<file path="config.mk">
export PLATFORM = sky130hd
export DESIGN_NAME = width_unpacker
export DESIGN_NICKNAME = d
export VERILOG_FILES = /design/src/rtl/width_unpacker_pkg.sv /design/src/rtl/width_unpacker_slice_mux.sv /design/src/rtl/width_unpacker.sv
export SDC_FILE = /design/constraint.sdc
export NUM_CORES = 1
export LEC_CHECK = 0
export ABC_AREA = 0
export BUFFER_PORTS_ARGS = -buffer_cell sky130_fd_sc_hd__clkbuf_2
export CORE_AREA = 10 10 47 49
export DETAILED_ROUTE_END_ITERATION = 6
export DIE_AREA = 0 0 57 59
export PLACE_DENSITY = 0.8
export SLEW_MARGIN = 20
export SYNTH_ARGS = -nofsm -noshare
export SYNTH_HDL_FRONTEND = slang
export SYNTH_SLANG_ARGS = --single-unit
</file>
<file path="constraint.sdc">
create_clock -name clk -period 3.8 [get_ports clk]
set_input_delay 0.19 -clock clk [delete_from_list [all_inputs] [get_ports clk]]
set_output_delay 0.19 -clock clk [all_outputs]
set_load 0.01 [all_outputs]
</file>
<file path="src/rtl/width_unpacker_pkg.sv">
// Shared types and helpers for the width unpacker.
package width_unpacker_pkg;

    // FSM state encoding: IDLE holds no word, EMIT streams slices of hold_q.
    typedef enum logic {
        StIdle = 1'b0,
        StEmit = 1'b1
    } state_e;

    // True when in_w splits into an integer number (>= 2) of out_w slices.
    function automatic bit ratio_legal(int unsigned in_w, int unsigned out_w);
        return (out_w != 0) && (in_w % out_w == 0) && (in_w / out_w >= 2);
    endfunction

endpackage

</file>
<file path="src/rtl/width_unpacker_slice_mux.sv">
// Combinational selector returning slice idx of a word, MSB-first or LSB-first.
module width_unpacker_slice_mux
    import width_unpacker_pkg::*;
#(
    parameter int unsigned IN_W      = 8,
    parameter int unsigned OUT_W     = 4,
    parameter bit          MSB_FIRST = 1'b1,
    localparam int unsigned RATIO    = IN_W / OUT_W,
    localparam int unsigned CNT_W    = $clog2(RATIO)
) (
    input  logic [IN_W-1:0]  word,
    input  logic [CNT_W-1:0] idx,
    output logic [OUT_W-1:0] slice
);

    logic [OUT_W-1:0] slices [RATIO];

    for (genvar k = 0; k < RATIO; k++) begin : g_slice
        if (MSB_FIRST) begin : g_msb
            assign slices[k] = word[IN_W-1-k*OUT_W -: OUT_W];
        end else begin : g_lsb
            assign slices[k] = word[k*OUT_W +: OUT_W];
        end
    end

    // Out-of-range indices (non power-of-two ratios) fall back to zero.
    always_comb begin
        slice = '0;
        for (int unsigned k = 0; k < RATIO; k++) begin
            if (idx == CNT_W'(k)) begin
                slice = slices[k];
            end
        end
    end

endmodule

</file>
<file path="src/rtl/width_unpacker.sv">
// Splits IN_W-bit words into OUT_W-bit slices on a valid/ready stream, one per clock.
module width_unpacker
    import width_unpacker_pkg::*;
#(
    parameter int unsigned IN_W      = 8,
    parameter int unsigned OUT_W     = 4,
    parameter bit          MSB_FIRST = 1'b1
) (
    input  logic             clk,
    input  logic             rst,
    input  logic [IN_W-1:0]  in_data,
    input  logic             in_valid,
    output logic             in_ready,
    output logic [OUT_W-1:0] out_data,
    output logic             out_valid,
    input  logic             out_ready,
    output logic             out_last,
    output logic             busy
);

    localparam int unsigned RATIO = IN_W / OUT_W;
    localparam int unsigned CNT_W = $clog2(RATIO);
    localparam logic [CNT_W-1:0] LastIdx = CNT_W'(RATIO - 1);

    if (!ratio_legal(IN_W, OUT_W)) begin : g_bad_ratio
        $error("width_unpacker: IN_W must be a multiple of OUT_W with IN_W/OUT_W >= 2");
    end

    state_e           state_q, state_d;
    logic [IN_W-1:0]  hold_q, hold_d;
    logic [CNT_W-1:0] cnt_q, cnt_d;
    logic             in_ready_raw;
    logic [OUT_W-1:0] slice;

    width_unpacker_slice_mux #(
        .IN_W      (IN_W),
        .OUT_W     (OUT_W),
        .MSB_FIRST (MSB_FIRST)
    ) u_slice_mux (
        .word  (hold_q),
        .idx   (cnt_q),
        .slice (slice)
    );

    // Next-state, handshake and output decode.
    always_comb begin
        state_d      = state_q;
        hold_d       = hold_q;
        cnt_d        = cnt_q;
        in_ready_raw = 1'b0;
        out_valid    = 1'b0;
        out_last     = 1'b0;
        unique case (state_q)
            StIdle: begin
                in_ready_raw = 1'b1;
                if (in_valid) begin
                    hold_d  = in_data;
                    cnt_d   = '0;
                    state_d = StEmit;
                end
            end
            StEmit: begin
                out_valid    = 1'b1;
                out_last     = (cnt_q == LastIdx);
                // Accept the next word on the same edge the last slice leaves: no bubble.
                in_ready_raw = out_ready && out_last;
                if (out_ready) begin
                    if (!out_last) begin
                        cnt_d = cnt_q + 1'b1;
                    end else if (in_valid) begin
                        hold_d = in_data;
                        cnt_d  = '0;
                    end else begin
                        state_d = StIdle;
                    end
                end
            end
            default: state_d = StIdle;
        endcase
    end

    assign in_ready = in_ready_raw & ~rst;
    assign out_data = out_valid ? slice : '0;
    assign busy     = (state_q == StEmit);

    // State, held word and slice index registers.
    always_ff @(posedge clk or posedge rst) begin
        if (rst) begin
            state_q <= StIdle;
            hold_q  <= '0;
            cnt_q   <= '0;
        end else begin
            state_q <= state_d;
            hold_q  <= hold_d;
            cnt_q   <= cnt_d;
        end
    end

endmodule
</file>
Word level (Yosys, flattened, before mapping)
Cells that the tools add are included.
{"block": "totals", "regBits": 10, "inputBits": 12, "out_inout_bits": 8, "word_cells": 31}
{"block": "op_classes", "n_addsub": 1, "eq_ne": 3, "n_mux": 18, "n_bitwise": 3, "reduce_logical": 3}
{"op": "$mux 8", "n": 3}
{"op": "$pmux 8 s2", "n": 1}
{"op": "$mux 1", "n": 9}
{"op": "$mux 4", "n": 2}
{"op": "$pmux 1 s2", "n": 3}
{"op": "$ne 2x2->1 const B", "n": 2}
{"op": "$reduce_and 2->1", "n": 2}
{"op": "$ne 2x1->1 const B", "n": 1}
{"op": "$not 1->1", "n": 2}
{"op": "$add 1x1->1 const B", "n": 1}
{"op": "$and 1x1->1", "n": 1}
{"op": "$logic_and 1x1->1", "n": 1}

Depth between registers and ports, before layout
Gate-level depths: netlist of run 1.
{"block": "logic_depth", "depth_word": 4, "depth_mapped": 5, "mapped_depth_nobuf": 3}

Hierarchy
A second synthesis of run 1 with hierarchy kept.
{"block": "unflattened", "hier_cells": 39, "area_unflattened_um2": 550.5}
{"mod": "width_unpacker", "instances": 1, "cells_per_inst": 35, "area_per_inst_um2": 505.5, "seq_area_each_um2": 250.2}
{"mod": "width_unpacker_slice_mux", "instances": 1, "cells_per_inst": 4, "area_per_inst_um2": 45.0, "seq_area_each_um2": 0.0}

Worst setup path after synthesis of run 1
No wires, ideal clock.
{"block": "synth_timing", "path_kind": "register to register", "startpoint": "register state_q, in the netlist busy", "endpoint": "register hold_q[0]", "setup_ps": 125, "arrival_time_ps": 1222, "required_ps": 3675, "setup_slack_ps": 2453, "path_stages_with_launch": 5, "n_path_buf": 1, "synth_period_minus_slack_ps": 1347, "path_cell_list": "dfrtp_1 a21boi_4 nand2b_4 buf_12 mux2_4"}
{"block": "synth_via", "elab_chain_cells": 2, "elab_cells_between_ends": 5, "cone_classes": "eq/ne: 2; mux: 1; bitwise: 1; reduce/logical: 1"}
{"item": "start, declared", "line": "width_unpacker.sv:29", "text": "state_e state_q, state_d;"}
{"item": "start signal, assigned", "line": "width_unpacker.sv:89", "text": "state_q <= StIdle;"}
{"item": "start signal, assigned", "line": "width_unpacker.sv:93", "text": "state_q <= state_d;"}
{"item": "$ne 2x1->1 (no source line) (tied with other cells)"}
{"item": "$reduce_and 2->1 (no source line) or $pmux 8 s2 (tied branches)"}
{"item": "end signal, assigned", "line": "width_unpacker.sv:94", "text": "hold_q <= hold_d;"}
{"item": "end, declared", "line": "width_unpacker.sv:30", "text": "logic [IN_W-1:0] hold_q, hold_d;"}
Several ways; a longest one is shown, not always the timed one.
A chain may end at the register's enable or synchronous reset.

Worst setup path after layout of run 1
{"block": "layout_timing", "startpoint": "register cnt_q", "endpoint": "output out_data[3]"}
{"block": "layout_via", "elab_chain_cells": 2}
{"item": "start, declared", "line": "width_unpacker.sv:31", "text": "logic [CNT_W-1:0] cnt_q, cnt_d;"}
{"item": "start signal, assigned", "line": "width_unpacker.sv:95", "text": "cnt_q <= cnt_d;"}
{"item": "$mux 4", "line": "width_unpacker_slice_mux.sv:30", "text": "if (idx == CNT_W'(k)) begin"}
{"item": "$mux 4", "line": "width_unpacker.sv:83", "text": "assign out_data = out_valid ? slice : '0;"}
{"item": "end, declared", "line": "width_unpacker.sv:14", "text": "output logic [OUT_W-1:0] out_data,"}
Every way passes these cells.

==> impl_results.md, run 1 <==
- DR pass1 iterations: 2
- CTS tree: built
- Root buffer cell: clkbuf_4
- Routed Antenna Nets: 0
- Main combinational cell family by area after synthesis: multiplexers
- Final hold violation count: 0
- Largest net degree at the start of global routing: 11
- Peak supply drop: 0.000351 V
- HP Class: input port to register
- Outcome: complete, no violations
- Unrepaired setup endpoints after global routing: false
- Post-synthesis sequential area ratio: 0.454
- Worst-path clk slew: 70 ps
- Post-Synth Simple-Gate Area: 0.120
- Post-synth top area share: 0.454
- Core ar.: 0.00140 mm²
- Compound-cell area share of the yosys netlist: 0.0522
- Synth Area in Adders: 0
- Area growth from synthesis to layout: 22.2%
- Post-synth top flop: dfrtp_1
- Initial antenna violation count: 0
- Setup_tns: 0 ps
- Multi-input logic area: 255 µm²
- Top fanout value on the critical path: 8
- Number of I/O pins: 20
- Total number of vias: 360
- Minimum clock period: 1430 ps
- Die X: 57 µm
- Slew headroom: 0.741
- Pwr dens: 766 mW/mm²
- Critical path's slowest cell: dfrtp_1
- Synth Instances: 40
- Final wirelength: 1100 µm
- FILL cells: 139
- Num CTS Buffers: 3
- Mapped Area: 552 µm²
- Routed vias/inst: 4.68
- Via count of the first global-routing pass: 442
- 1st-iter DRT viols: 2
- Fraction of synthesized area in multiplexers: 0.290
- Buffers plus inverters on the worst setup path: 1
- Worst setup margin: 2370 ps
- Critical path, cell by cell: mux2i_1 > nor2b_1 > clkbuf_2
- Yosys top cell by area: dfrtp_1
- # diodes: 0
- WP data required: 3610 ps
- Number of post-CTS setup repair buffers: 0
- Die ar.: 0.00336 mm²
- Post-synth ARST share: 1.00
- Post-synth EDFFs: 0
- Area of placed instances: 628 µm²
- First-pass GRT wire length: 1890 µm
- Crit path capture type: output pin
- Worst Path Class, Setup: register to output pin
- Fmax achieved: 698 MHz
- WL/cell: 14.3 µm
- Crit path DAT: 1240 ps
- PortBufs: 19
- Setup crit start kind: register
- Total gr overflow: 0
- Yosys warns: 0
- Top cells by count, synth: dfrtp_1, mux2_4, nor2b_1
- Reg area: 250 µm²
- Syn_nets: 52
- Worst R2R Setup Slack: 2370 ps
- LEAKAGE: 0.000370 µW
- Nets: 74
- RePlAce Congestion: 0.681
- Worst skew pair latency: 270 ps
- Initial Util: 0.394
- Dpl ws: 2370 ps
- H-tree depth: 1
- XOR/XNOR Fraction of Synth Area: 0
- Maxcap violations: 0
- Layout cells sized above 1: 0.574
- CTS Sinks: 10
- Clock buffer depth: 2
- Final period util: 0.377
- Syn_area_per_cell: 13.8 µm²
- Worst-margin pin slew: 389 ps
- Total global routing track utilization: 0.0701
- Die H: 59 µm
- Final setup fails: 0
- Final Max Slew Viols: 0
- Fin area: 674 µm²
- Top cells by area, synth: dfrtp_1, mux2_4, mux2i_1
- Core Rows: 14
- Clk_skew: 1.59 ps
- Largest stage delay, worst path: 560 ps
- Drt drc: 0
- Most common cell in the synthesized netlist: dfrtp_1
- Distinct cells, synth: 15
- Seq cells post-synth: 10
- Critical path's top delay family: flip-flops
-- flip-flops by register name, summed over array words and instances, names as in the netlist --
signal / cells
hold_q: 8
cnt_q: 1
busy: 1
-- where the power goes --
part           switching, µW  internal [µW]
sequential              46.5            157
clock                   38.6           58.2
combinational           81.7            135
total                    167            350
-- cells by family (layout without fill, tap and decap cells) --
family | Yosys count | after routing
muxes | 12 | 12
AOI/OAI and AO/OA | 3 | 3
DFF | 10 | 10
buffers and inverters | 5 | 26
and+or+nand+nor | 10 | 10
-- what timing repair did --
action | 4_1_cts | 5_1_grt
gates resized for setup | 0 | 0
endpoints found under the setup margin | 0 | 0
hold endpoints to repair | 10 | 0
hold buffers | 1 | 0
-- worst paths after layout --
check / startpoint / to / depth (start not counted)
setup / recovery: cnt_q$_DFFE_PP0P_ / out_data[3] / 3
hold / removal: in_data[6] / hold_q[6]$_DFFE_PP0P_ / 2
setup reg to reg: busy$_DFF_PP0_ / hold_q[7]$_DFFE_PP0P_ / 3
hold reg to reg: hold_q[6]$_DFFE_PP0P_ / hold_q[6]$_DFFE_PP0P_ / 1
max in group asynchronous: rst / hold_q[7]$_DFFE_PP0P_ / 3
min in group asynchronous: rst / cnt_q$_DFFE_PP0P_ / 3
-- per-stage QoR --
stage	hold WS [ps]	instances	util	total power [µW]
global route	144	77	0.481	551
floorplan	30.2	40	-	373
detailed placement	177	72	0.448	425
global placement	166	72	0.448	418
CTS	144	77	0.481	525
finish	148	77	0.481	517
-- placed cells by master (no fill, tap or decap) --
cell type | netlist | final
mux2i_1 | 4 | 4
mux2_4 | 8 | 8
dfrtp_1 | 10 | 10
nor2b_1 | 5 | 5
o21ai_0 | 2 | 2
and2_2 | 1 | 1
nand2b_4 | 1 | 1
a21boi_4 | 1 | 1
clkbuf_2 | 0 | 19
inv_1 | 2 | 2
or2_2 | 1 | 1
clkbuf_4 | 0 | 3
nor2_1 | 1 | 1
clkbuf_8 | 0 | 1
dlygate4sd3_1 | 0 | 1
nand2_1 | 1 | 1
-- routing by layer --
| layer | global-route usage | vias to the layer above | routed length (µm) |
|---|---|---|---|
| li1 | - | 172 | - |
| met1 | 0.0667 | 171 | 422 |
| met2 | 0.119 | 14 | 575 |
| met3 | 0.0365 | 3 | 84 |
| met4 | 0.0403 | 0 | 22 |
| met5 | 0 | - | 0 |
-- layout make-up --
class / count / area share
tap: 16 / 0.0297
inverter: 2 / 0.0111
clock buffer: 4 / 0.0538
multi-input combinational: 25 / 0.378
sequential: 10 / 0.371
timing repair buffer: 20 / 0.156
(Power assumes the default switching activity.)
==> inputs of run 2 (changes only) <==
--- a/config.mk
+++ b/config.mk
@@ -5,12 +5,12 @@
 export SDC_FILE = /design/constraint.sdc
 export NUM_CORES = 1
 export LEC_CHECK = 0
-export ABC_AREA = 0
+export ABC_AREA = 1
 export BUFFER_PORTS_ARGS = -buffer_cell sky130_fd_sc_hd__clkbuf_2
 export CORE_AREA = 10 10 47 49
 export DETAILED_ROUTE_END_ITERATION = 6
 export DIE_AREA = 0 0 57 59
-export PLACE_DENSITY = 0.8
+export PLACE_DENSITY = 0.77
 export SLEW_MARGIN = 20
 export SYNTH_ARGS = -nofsm -noshare
 export SYNTH_HDL_FRONTEND = slang
==> constraint.sdc (replaced) <==
create_clock -name clk -period 1.2 [get_ports clk]
set_input_delay 0.06 -clock clk [delete_from_list [all_inputs] [get_ports clk]]
set_output_delay 0.06 -clock clk [all_outputs]
set_load 0.01 [all_outputs]
==> run 2 against run 1 <==
Setup slack worse by 2400 ps. First-iteration DRC count grew to 6.0 times the previous value. Power increased by 110%. Synthesized cell count is 53% higher. Register-to-register slack worse by 2300 ps. Largest power group is now registers. Global-route usage up 0.40 points.
==> impl_results.md, run 2 <==
- Via count of the first global-routing pass: 444 (+0.45%)
- Seq cells post-synth: 10 (unchanged)
- Largest Register: hold_q
- Final period util: 0.988
- # diodes: 0 (unchanged)
- Fmax achieved: 843 MHz
- Fin area: 629 µm² (-6.7%)
- WP data required: 1140 ps (-2470 ps)
- Total number of vias: 479 (+33%)
- Core Rows: 14 (unchanged)
- First-pass GRT wire length: 1950 µm (+2.9%)
- Die X: 57 µm (unchanged)
- RePlAce Congestion: 0.859 (+26%)
- Setup crit start kind: register
- Syn_nets: 73 (+40%)
- Top cells by area, synth: dfrtp_1, nand2_1, nand3_1
- Comb pwr share: 0.338 (-0.082)
- Routed vias/inst: 4.79 (+2.5%)
- Clock power share: 0.199 (+0.012)
- Placed insts: 93 (+29%)
- Layout cells sized above 1: 0.369 (-0.205)
- Final wirelength: 1170 µm (+5.5%)
- Worst-path clk slew: 60 ps (about the same)
- NetSw: 376 µW (+130%)
- CTS Sinks: 10 (unchanged)
- Worst Path Class, Setup: register to output pin
- Post-synth top area share: 0.514 (+0.0606)
- Final Max Slew Viols: 0 (unchanged)
- Crit path DAT: 1130 ps (-110 ps)
- Post-DP HPWL: 913 µm
- Root buffer cell: clkbuf_4
- Total global routing track utilization: 0.0740 (+0.00395)
- Core ar.: 0.00140 mm² (unchanged)
- Minimum clock period: 1190 ps
- Final non-filler cell total: 100 (+30%)
- Post-synth ARST share: 1.00 (unchanged)
- Final setup fails: 0 (unchanged)
- LEAKAGE: 0.000360 µW (-2.5%)
- CTS tree: built
- Drt drc: 0 (unchanged)
- Initial Util: 0.347 (-0.0464)
- Top cells by count, synth: nand2_1, dfrtp_1, nand3_1, nor2_1
- Crit path capture type: output pin
- Clock buffer depth: 2 (unchanged)
- 1st-iter DRT viols: 12 (+10)
- Initial antenna violation count: 0 (unchanged)
- Most common cell in the synthesized netlist: nand2_1
- Post-synthesis sequential area ratio: 0.514 (+0.0606)
- Commonest non-fill, non-tap cells in the layout: nand2_1, clkbuf_2, nand3_1, nor2_1, dfrtp_1
- Max FFs per register: 8 (unchanged)
- Routed Antenna Nets: 0 (unchanged)
- HP Class: input port to register
- Area growth from synthesis to layout: 29.3%
- H-tree depth: 1 (unchanged)
- Most common cell after layout, fill and taps aside: nand2_1
- Mapped Area: 487 µm² (-12%)
- Peak supply drop: 0.000740 V (+110%)
- Worst-margin pin slew: 381 ps (-8.12 ps)
- Die ar.: 0.00336 mm² (unchanged)
- Share of power burned in registers: 0.462 (+0.069)
- WL/cell: 11.7 µm (-19%)
- Nets: 98 (+32%)
- Total gr overflow: 0 (unchanged)
- Unrepaired setup endpoints after global routing: true
- Yosys top cell by area: dfrtp_1
- Largest net degree at the start of global routing: 12 (+1)
- Switch share: 0.349 (+0.0263)
- FILL cells: 144 (+3.6%)
- Pwr dens: 1710 mW/mm² (+120%)
- Die H: 59 µm (unchanged)
- Top fanout value on the critical path: 8 (unchanged)
- Outcome: complete, no violations
- Worst R2R Setup Slack: 110 ps (-2260 ps)
- Number of I/O pins: 20 (unchanged)
- Area of placed instances: 572 µm² (-9.0%)
- Final hold violation count: 0 (unchanged)
- Distinct cells, synth: 10 (-5)
- Yosys warns: 0 (unchanged)
- Maxcap violations: 0 (unchanged)
- Num CTS Buffers: 3 (unchanged)
- Synth Instances: 61 (+53%)
- Post-synth top flop: dfrtp_1
- Internal: 700 µW (+100%)
- PortBufs: 19 (unchanged)
- Syn_area_per_cell: 7.98 µm² (-42%)
- DR pass1 iterations: 4 (+2)
- Post-synth EDFFs: 0 (unchanged)
- Clk_skew: 1.78 ps (+0.185 ps)
- Worst skew pair latency: 260 ps (about the same)
- Slew headroom: 0.746 (+0.00542)
==> run 2: final timing paths <==
check	startpoint	to	cells after the start
worst max register to register	cnt_q$_DFFE_PP0P_	hold_q[3]$_DFFE_PP0P_	5
min in group asynchronous	rst	hold_q[4]$_DFFE_PP0P_	3
worst max-delay path	cnt_q$_DFFE_PP0P_	out_data[0]	4
worst min-delay path	in_data[5]	hold_q[5]$_DFFE_PP0P_	3
max in group asynchronous	rst	cnt_q$_DFFE_PP0P_	3
worst min register to register	hold_q[5]$_DFFE_PP0P_	hold_q[5]$_DFFE_PP0P_	2
==> run 2: metrics by stage <==
step	utilization	setup WS, ps	power, µW	hold slack (ps)	TNS [ps]
after floorplan	-	259	720	-99.8	0
after global placement	0.408	132	838	39.4	0
after detailed placement	0.408	58.4	841	41.7	0
after CTS	0.433	13.7	1070	29.3	0
after global routing	0.449	-45.8	1180	36.0	-161
final	0.449	14.3	1080	31.2	0
==> run 2: area by class of cell <==
cell class / instances / area [µm²] / area share
sequential: 10 / 253 / 0.402
multi-input combinational: 44 / 191 / 0.304
timing repair buffer: 23 / 128 / 0.203
clock buffer: 3 / 22.5 / 0.0358
tap: 16 / 20.0 / 0.0318
inverter: 4 / 15.0 / 0.0239
==> run 2: logic make-up (layout without fill, tap and decap cells) <==
group,Yosys count,in the layout,share of synthesized area
flops,10,10,0.514
compound gates,7,7,0.0720
simple gates,37,37,0.321
buf+inv,7,30,0.0925
==> run 2: metal layers <==
metal  GRT usage  vias up  share of wire
met5           0        -              0
met4      0.0503        0          0.019
met3      0.0343        3          0.066
met2      0.0992       19           0.41
met1      0.0910      220           0.51
li1            -      237              -
==> run 2: what timing repair did <==
item,4_1_cts,5_1_grt
setup buffers,0,3
endpoints found under the setup margin,4,10
pin swaps,1,1
hold buffers,1,0
gates resized for setup,3,5
endpoints found under the hold margin,10,0
==> run 2: power by group through the flow <==
stage          clock network, µW  logic (µW)  registers [µW]
2_1_floorplan                  0         239             481
3_3_place_gp                   0         341             496
3_5_place_dp                   0         341             499
4_1_cts                      221         346             498
5_1_grt                      247         419             512
6_report                     214         364             497
==> run 2: worst max-delay path, cell delays in order (launching register included) <==
cell	delay, ps
dfrtp_2	460
inv_2	100
nor2_1	40
nor2_1	110
buf_2	150
